## config.mk

```make
export PLATFORM = sky130hd
export DESIGN_NAME = control_unit
export DESIGN_NICKNAME = d
export VERILOG_FILES = /design/src/rtl/control_unit.sv
export SDC_FILE = /design/constraint.sdc
export NUM_CORES = 1
export LEC_CHECK = 0
export CAP_MARGIN = 20
export CORE_MARGIN = 10
export CORE_UTILIZATION = 25
export CTS_CLUSTER_SIZE = 40
export DETAILED_ROUTE_END_ITERATION = 10
export MAX_ROUTING_LAYER = met4
export PLACE_DENSITY = 0.64
export SYNTH_ARGS = -nofsm -noshare
export SYNTH_HDL_FRONTEND = slang
export SYNTH_SLANG_ARGS = --single-unit
```

## constraint.sdc

```tcl
create_clock -name Clock -period 2.1 [get_ports Clock]
set_clock_uncertainty 0.2 [all_clocks]
set_input_delay 0.42 -clock Clock [delete_from_list [all_inputs] [get_ports Clock]]
set_output_delay 0.42 -clock Clock [all_outputs]
set_load 0.01 [all_outputs]
```

## src/rtl/control_unit.sv

```systemverilog
`default_nettype none
// ============================================================================
// Module      : control_unit
// Description : Hardwired Moore sequencer that issues every datapath strobe
//               for instruction fetch and execute (ld/ldi/st/ALU/imm/br/halt).
// Revision    : 1.0 - initial release
// ============================================================================
module control_unit #(
    parameter int               OP_W   = 5,
    parameter logic [OP_W-1:0]  ADD_OP = 5'b00011
) (
    input  logic            Clock,
    input  logic            clear,
    input  logic [31:0]     IR,
    input  logic            CON_FF,
    input  logic            Stop,
    output logic            PCout,
    output logic            PCin,
    output logic            IncPC,
    output logic            MARin,
    output logic            MDRin,
    output logic            MDRout,
    output logic            Read,
    output logic            Write,
    output logic            IRin,
    output logic            Yin,
    output logic            Zin,
    output logic            Zlowout,
    output logic            Cout,
    output logic            Gra,
    output logic            Grb,
    output logic            Grc,
    output logic            Rin,
    output logic            Rout,
    output logic            BAout,
    output logic            CONin,
    output logic [OP_W-1:0] opcode,
    output logic            Run
);

    localparam logic [OP_W-1:0] OP_LD   = 5'b00000;
    localparam logic [OP_W-1:0] OP_LDI  = 5'b00001;
    localparam logic [OP_W-1:0] OP_ST   = 5'b00010;
    localparam logic [OP_W-1:0] OP_ADD  = 5'b00011;
    localparam logic [OP_W-1:0] OP_SUB  = 5'b00100;
    localparam logic [OP_W-1:0] OP_AND  = 5'b00101;
    localparam logic [OP_W-1:0] OP_OR   = 5'b00110;
    localparam logic [OP_W-1:0] OP_ADDI = 5'b01100;
    localparam logic [OP_W-1:0] OP_ANDI = 5'b01101;
    localparam logic [OP_W-1:0] OP_ORI  = 5'b01110;
    localparam logic [OP_W-1:0] OP_BR   = 5'b10010;
    localparam logic [OP_W-1:0] OP_HALT = 5'b11011;

    typedef enum logic [3:0] {
        S_RST  = 4'd0,
        S_IDLE = 4'd1,
        S_T0   = 4'd2,
        S_T1   = 4'd3,
        S_T2   = 4'd4,
        S_T3   = 4'd5,
        S_T4   = 4'd6,
        S_T5   = 4'd7,
        S_T6   = 4'd8,
        S_T7   = 4'd9,
        S_HALT = 4'd10
    } state_t;

    state_t          state_q;
    state_t          state_d;
    state_t          entry_st;
    logic [OP_W-1:0] op;
    logic [OP_W-1:0] imm_alu;
    logic            is_ld;
    logic            is_ldi;
    logic            is_st;
    logic            is_mem;
    logic            is_rtype;
    logic            is_imm;
    logic            is_br;
    logic            is_halt;
    logic            unused_ir_bits;

    // Low IR bits hold register fields and constants used only by the datapath.
    assign unused_ir_bits = ^IR[26:0];

    assign op       = IR[31:27];
    assign is_ld    = (op == OP_LD);
    assign is_ldi   = (op == OP_LDI);
    assign is_st    = (op == OP_ST);
    assign is_mem   = is_ld | is_ldi | is_st;
    assign is_rtype = (op == OP_ADD) | (op == OP_SUB) | (op == OP_AND) | (op == OP_OR);
    assign is_imm   = (op == OP_ADDI) | (op == OP_ANDI) | (op == OP_ORI);
    assign is_br    = (op == OP_BR);
    assign is_halt  = (op == OP_HALT);

    always_comb begin
        imm_alu = ADD_OP;
        if (op == OP_ANDI) begin
            imm_alu = OP_AND;
        end else if (op == OP_ORI) begin
            imm_alu = OP_OR;
        end
    end

    // Every T0 entry is gated by Stop so an in-flight instruction always completes.
    assign entry_st = Stop ? S_IDLE : S_T0;

    always_comb begin
        state_d = state_q;
        case (state_q)
            S_RST:  state_d = entry_st;
            S_IDLE: state_d = entry_st;
            S_T0:   state_d = S_T1;
            S_T1:   state_d = S_T2;
            S_T2: begin
                if (is_halt) begin
                    state_d = S_HALT;
                end else if (is_mem | is_rtype | is_imm | is_br) begin
                    state_d = S_T3;
                end else begin
                    state_d = entry_st;
                end
            end
            S_T3:   state_d = S_T4;
            S_T4:   state_d = S_T5;
            S_T5:   state_d = (is_ld | is_st | is_br) ? S_T6 : entry_st;
            S_T6:   state_d = is_br ? entry_st : S_T7;
            S_T7:   state_d = entry_st;
            S_HALT: state_d = S_HALT;
            default: state_d = S_RST;
        endcase
    end

    always_ff @(posedge Clock or negedge clear) begin
        if (!clear) begin
            state_q <= S_RST;
        end else begin
            state_q <= state_d;
        end
    end

    // Decoded from the state register: IR is loaded on the same edge that
    // enters T3, so a pre-registered decode would see the previous instruction.
    always_comb begin
        PCout   = 1'b0;
        PCin    = 1'b0;
        IncPC   = 1'b0;
        MARin   = 1'b0;
        MDRin   = 1'b0;
        MDRout  = 1'b0;
        Read    = 1'b0;
        Write   = 1'b0;
        IRin    = 1'b0;
        Yin     = 1'b0;
        Zin     = 1'b0;
        Zlowout = 1'b0;
        Cout    = 1'b0;
        Gra     = 1'b0;
        Grb     = 1'b0;
        Grc     = 1'b0;
        Rin     = 1'b0;
        Rout    = 1'b0;
        BAout   = 1'b0;
        CONin   = 1'b0;
        opcode  = '0;
        Run     = (state_q != S_HALT);
        case (state_q)
            S_T0: begin
                PCout = 1'b1; MARin = 1'b1; IncPC = 1'b1; Zin = 1'b1; opcode = ADD_OP;
            end
            S_T1: begin
                Zlowout = 1'b1; PCin = 1'b1; Read = 1'b1; MDRin = 1'b1;
            end
            S_T2: begin
                MDRout = 1'b1; IRin = 1'b1;
            end
            S_T3: begin
                if (is_mem) begin
                    Grb = 1'b1; BAout = 1'b1; Yin = 1'b1;
                end else if (is_rtype | is_imm) begin
                    Grb = 1'b1; Rout = 1'b1; Yin = 1'b1;
                end else if (is_br) begin
                    Gra = 1'b1; Rout = 1'b1; CONin = 1'b1;
                end
            end
            S_T4: begin
                if (is_mem) begin
                    Cout = 1'b1; Zin = 1'b1; opcode = ADD_OP;
                end else if (is_rtype) begin
                    Grc = 1'b1; Rout = 1'b1; Zin = 1'b1; opcode = op;
                end else if (is_imm) begin
                    Cout = 1'b1; Zin = 1'b1; opcode = imm_alu;
                end else if (is_br) begin
                    PCout = 1'b1; Yin = 1'b1;
                end
            end
            S_T5: begin
                if (is_ld | is_st) begin
                    Zlowout = 1'b1; MARin = 1'b1;
                end else if (is_ldi | is_rtype | is_imm) begin
                    Zlowout = 1'b1; Gra = 1'b1; Rin = 1'b1;
                end else if (is_br) begin
                    Cout = 1'b1; Zin = 1'b1; opcode = ADD_OP;
                end
            end
            S_T6: begin
                if (is_ld) begin
                    Read = 1'b1; MDRin = 1'b1;
                end else if (is_st) begin
                    Gra = 1'b1; Rout = 1'b1; MDRin = 1'b1;
                end else if (is_br && CON_FF) begin
                    Zlowout = 1'b1; PCin = 1'b1;
                end
            end
            S_T7: begin
                if (is_ld) begin
                    MDRout = 1'b1; Gra = 1'b1; Rin = 1'b1;
                end else if (is_st) begin
                    Write = 1'b1;
                end
            end
            default: begin
                opcode = '0;
            end
        endcase
    end

endmodule
`default_nettype wire

```

==> flow_summary.toml <==
[outcome]
status = "complete, but fails checks"
failed_checks = "negative setup slack"

[clock_tree]
cts_buffers = 3
clockRootBuffer = "clkbuf_8"
cts_max_level = 1
path_clk_slew_ns = 0.03
clock_sinks = 4
clockBufferDepth = 2
clkLatencyLatePin_ns = 0.22
cts_tree = "built"

[worst_setup_path]
arrival_ns = 1.76
path_buf_inv = 1
r2r_cells = 7
worstPathMaxFanout = 3
r2r_setup_slack_ns = 0.30
endpoint_kind = "output pin"
required_ns = 1.48
r2r_start = "state_q[3]"
reg2reg_to = "state_q[0]"
slowest_delay_ns = 0.43
critPathSlowestCell = "or3b_4"
crit_chain = "nand2b_4, nor4b_4, or3b_4, o211ai_1, buf_2"
start_kind = "flip-flop"
cp_top_family = "simple AND/OR/NAND/NOR gates"
criticalPathCategory = "flip-flop to output pin"

[sta]
finalHoldViolCount = 0
max_clock_freq_mhz = 420
period_needed_ns = 2.38
fin_crit_sh_pct = 113
holdWs_ns = 0.201
grt_setup_unrepaired = "true"
setup_viol_count_final = 15
setup-tns-final_ns = -1.85
slew_violations = 0
final_critical_path_setup_slack_ns = -0.280

[power]
power_frac_seq_pct = 7.7
p_total_mw = 2.11
vdd_drop_max_uv = 505
p_per_area_nw_per_um2 = 1060
clkPwrFrac_pct = 7.5
leakage_nw = 0.965
p_int_mw = 1.20
net-switching-power_uw = 911
switching_share_pct = 43.1
pwr-share-comb_pct = 84.8

[layout]
final_nets = 267
largest_register_ffs = 4
drive_gt1_share_pct = 65.9
fin_cells = 275
reg_top3 = "state_q (4)"
antenna_cells = 0
top_register = "state_q"
final_util_pct = 57.8
areaGrowthSynthToFinish_pct = 118
final_area_um2 = 1990

[floorplan]
die_y_um = 80.4
pin_count = 62
coreArea_um2 = 3440
die_x_um = 80.4
die-area_um2 = 6460
fp-row-count = 21
start_util_pct = 26.5

[logic_synthesis]
yosys.area.top_type = "dfrtp_1"
yosysMostFrequentCell = "nand2_1"
ys_ff_latch = 4
synth_top_area_share_pct = 11.0
syn_area_um2 = 912
avgSynthCellArea_um2 = 6.76
synth-seq-area-share_pct = 11.0
synth_top_family_by_area = "simple AND/OR/NAND/NOR gates"
synth-compound-area-share_pct = 32.4
yosys.area_share.simple_pct = 41.8
synth_cells = 135
synth-edff-count = 0
yosys-top-cells-count = "nand2_1 (14), nor2_1 (10), a21oi_1 (7), inv_1 (6)"
async_flop_share_pct = 100
synth_cell_types = 51
yosys-mux-area-fraction_pct = 1.23
ys.flop_type = "dfrtp_1"
synth_warnings = 0
synthTopCellsByArea = "dfrtp_1 (11%), nand2_1 (5.8%), nor2_1 (4.1%)"
synth_xor_area_share_pct = 2.88
synth_fa_ha_area_share_pct = 0

[placed_design]
placed_area_um2 = 1580
dp.final_hpwl_um = 2920
post-place-cells = 246
port_buffers = 32
dp_slack_ns = -1.03
place.gp.congestion = 0.964

[grt]
grt_max_degree = 13
gr-usage-all-layers_pct = 12.4
grt_pass1_wl_um = 6490
grt_pass1_vias = 1384
antenna_found_initial = 0
grt_overflow_total = 0

[routing]
wire_per_inst_um = 16.5
drtIter0Drc = 115
vias = 1436
firstDrtPassIters = 4
drt-total-wl_um = 4540
antenna_left = 0
drt-vias-per-instance = 5.22
drc = 0

[flow_run]
max-cap-violations = 0

[hold_path]
hp-class = "input port to asynchronous set/reset pin"
[cell families after synthesis]
logic type	after synthesis
compound gates	40
xor+xnor	3
buf+inv	21
flops	4
mux	1
other cells	1
simple gates	65
[worst max path at each step]
stage               startpoint  endpoint  slack (ns)  depth (start not counted)
global placement        IR[28]     PCout       -0.95                          6
finish              state_q[3]      Rout       -0.28                          5
CTS                 state_q[3]      Rout       -0.30                          5
global route        state_q[3]      Rout       -0.34                          5
floorplan               IR[30]      Rout      -0.009                          5
detailed placement      IR[31]       Zin       -1.03                          6
[layout make-up]
class	instances	area (µm²)
Clock buffer	3	41.3
Fill cell	297	1450
Inverter	6	25.0
Multi-Input combinational cell	111	935
Sequential cell	4	103
Tap cell	46	57.6
Timing Repair Buffer	105	827
[what timing repair did]
action,4_1_cts,5_1_grt
gates resized for setup,112,87
setup buffers,11,17
hold buffers,0,0
pin swaps,7,15
setup endpoints to repair,28,24
[metal layers]
| metal | share of wire (%) | GRT usage (%) |
|---|---|---|
| met2 | 52 | 21.4 |
| met4 | 2.4 | 3.70 |
| met5 | 0 | - |
| met1 | 39 | 14.3 |
| met3 | 6.6 | 2.12 |
[power groups by stage]
stage | Combinational, mW | Sequential, mW | Clock, mW
after floorplan | 0.665 | 0.126 | 0
after global placement | 1.24 | 0.171 | 0
after detailed placement | 1.27 | 0.172 | 0
after CTS | 1.33 | 0.173 | 0.164
after global routing | 1.91 | 0.164 | 0.171
final | 1.79 | 0.162 | 0.159
[cell usage in the layout, fill, tap and decap left out, types with 4 or more instances in the layout]
cell type,netlist,layout
buf_6,0,19
inv_1,6,5
a21o_1,4,4
nand3_1,5,4
nand2_1,14,9
buf_2,5,16
buf_4,2,62
nor2_1,10,7
Power figures use the tool's default switching activity.
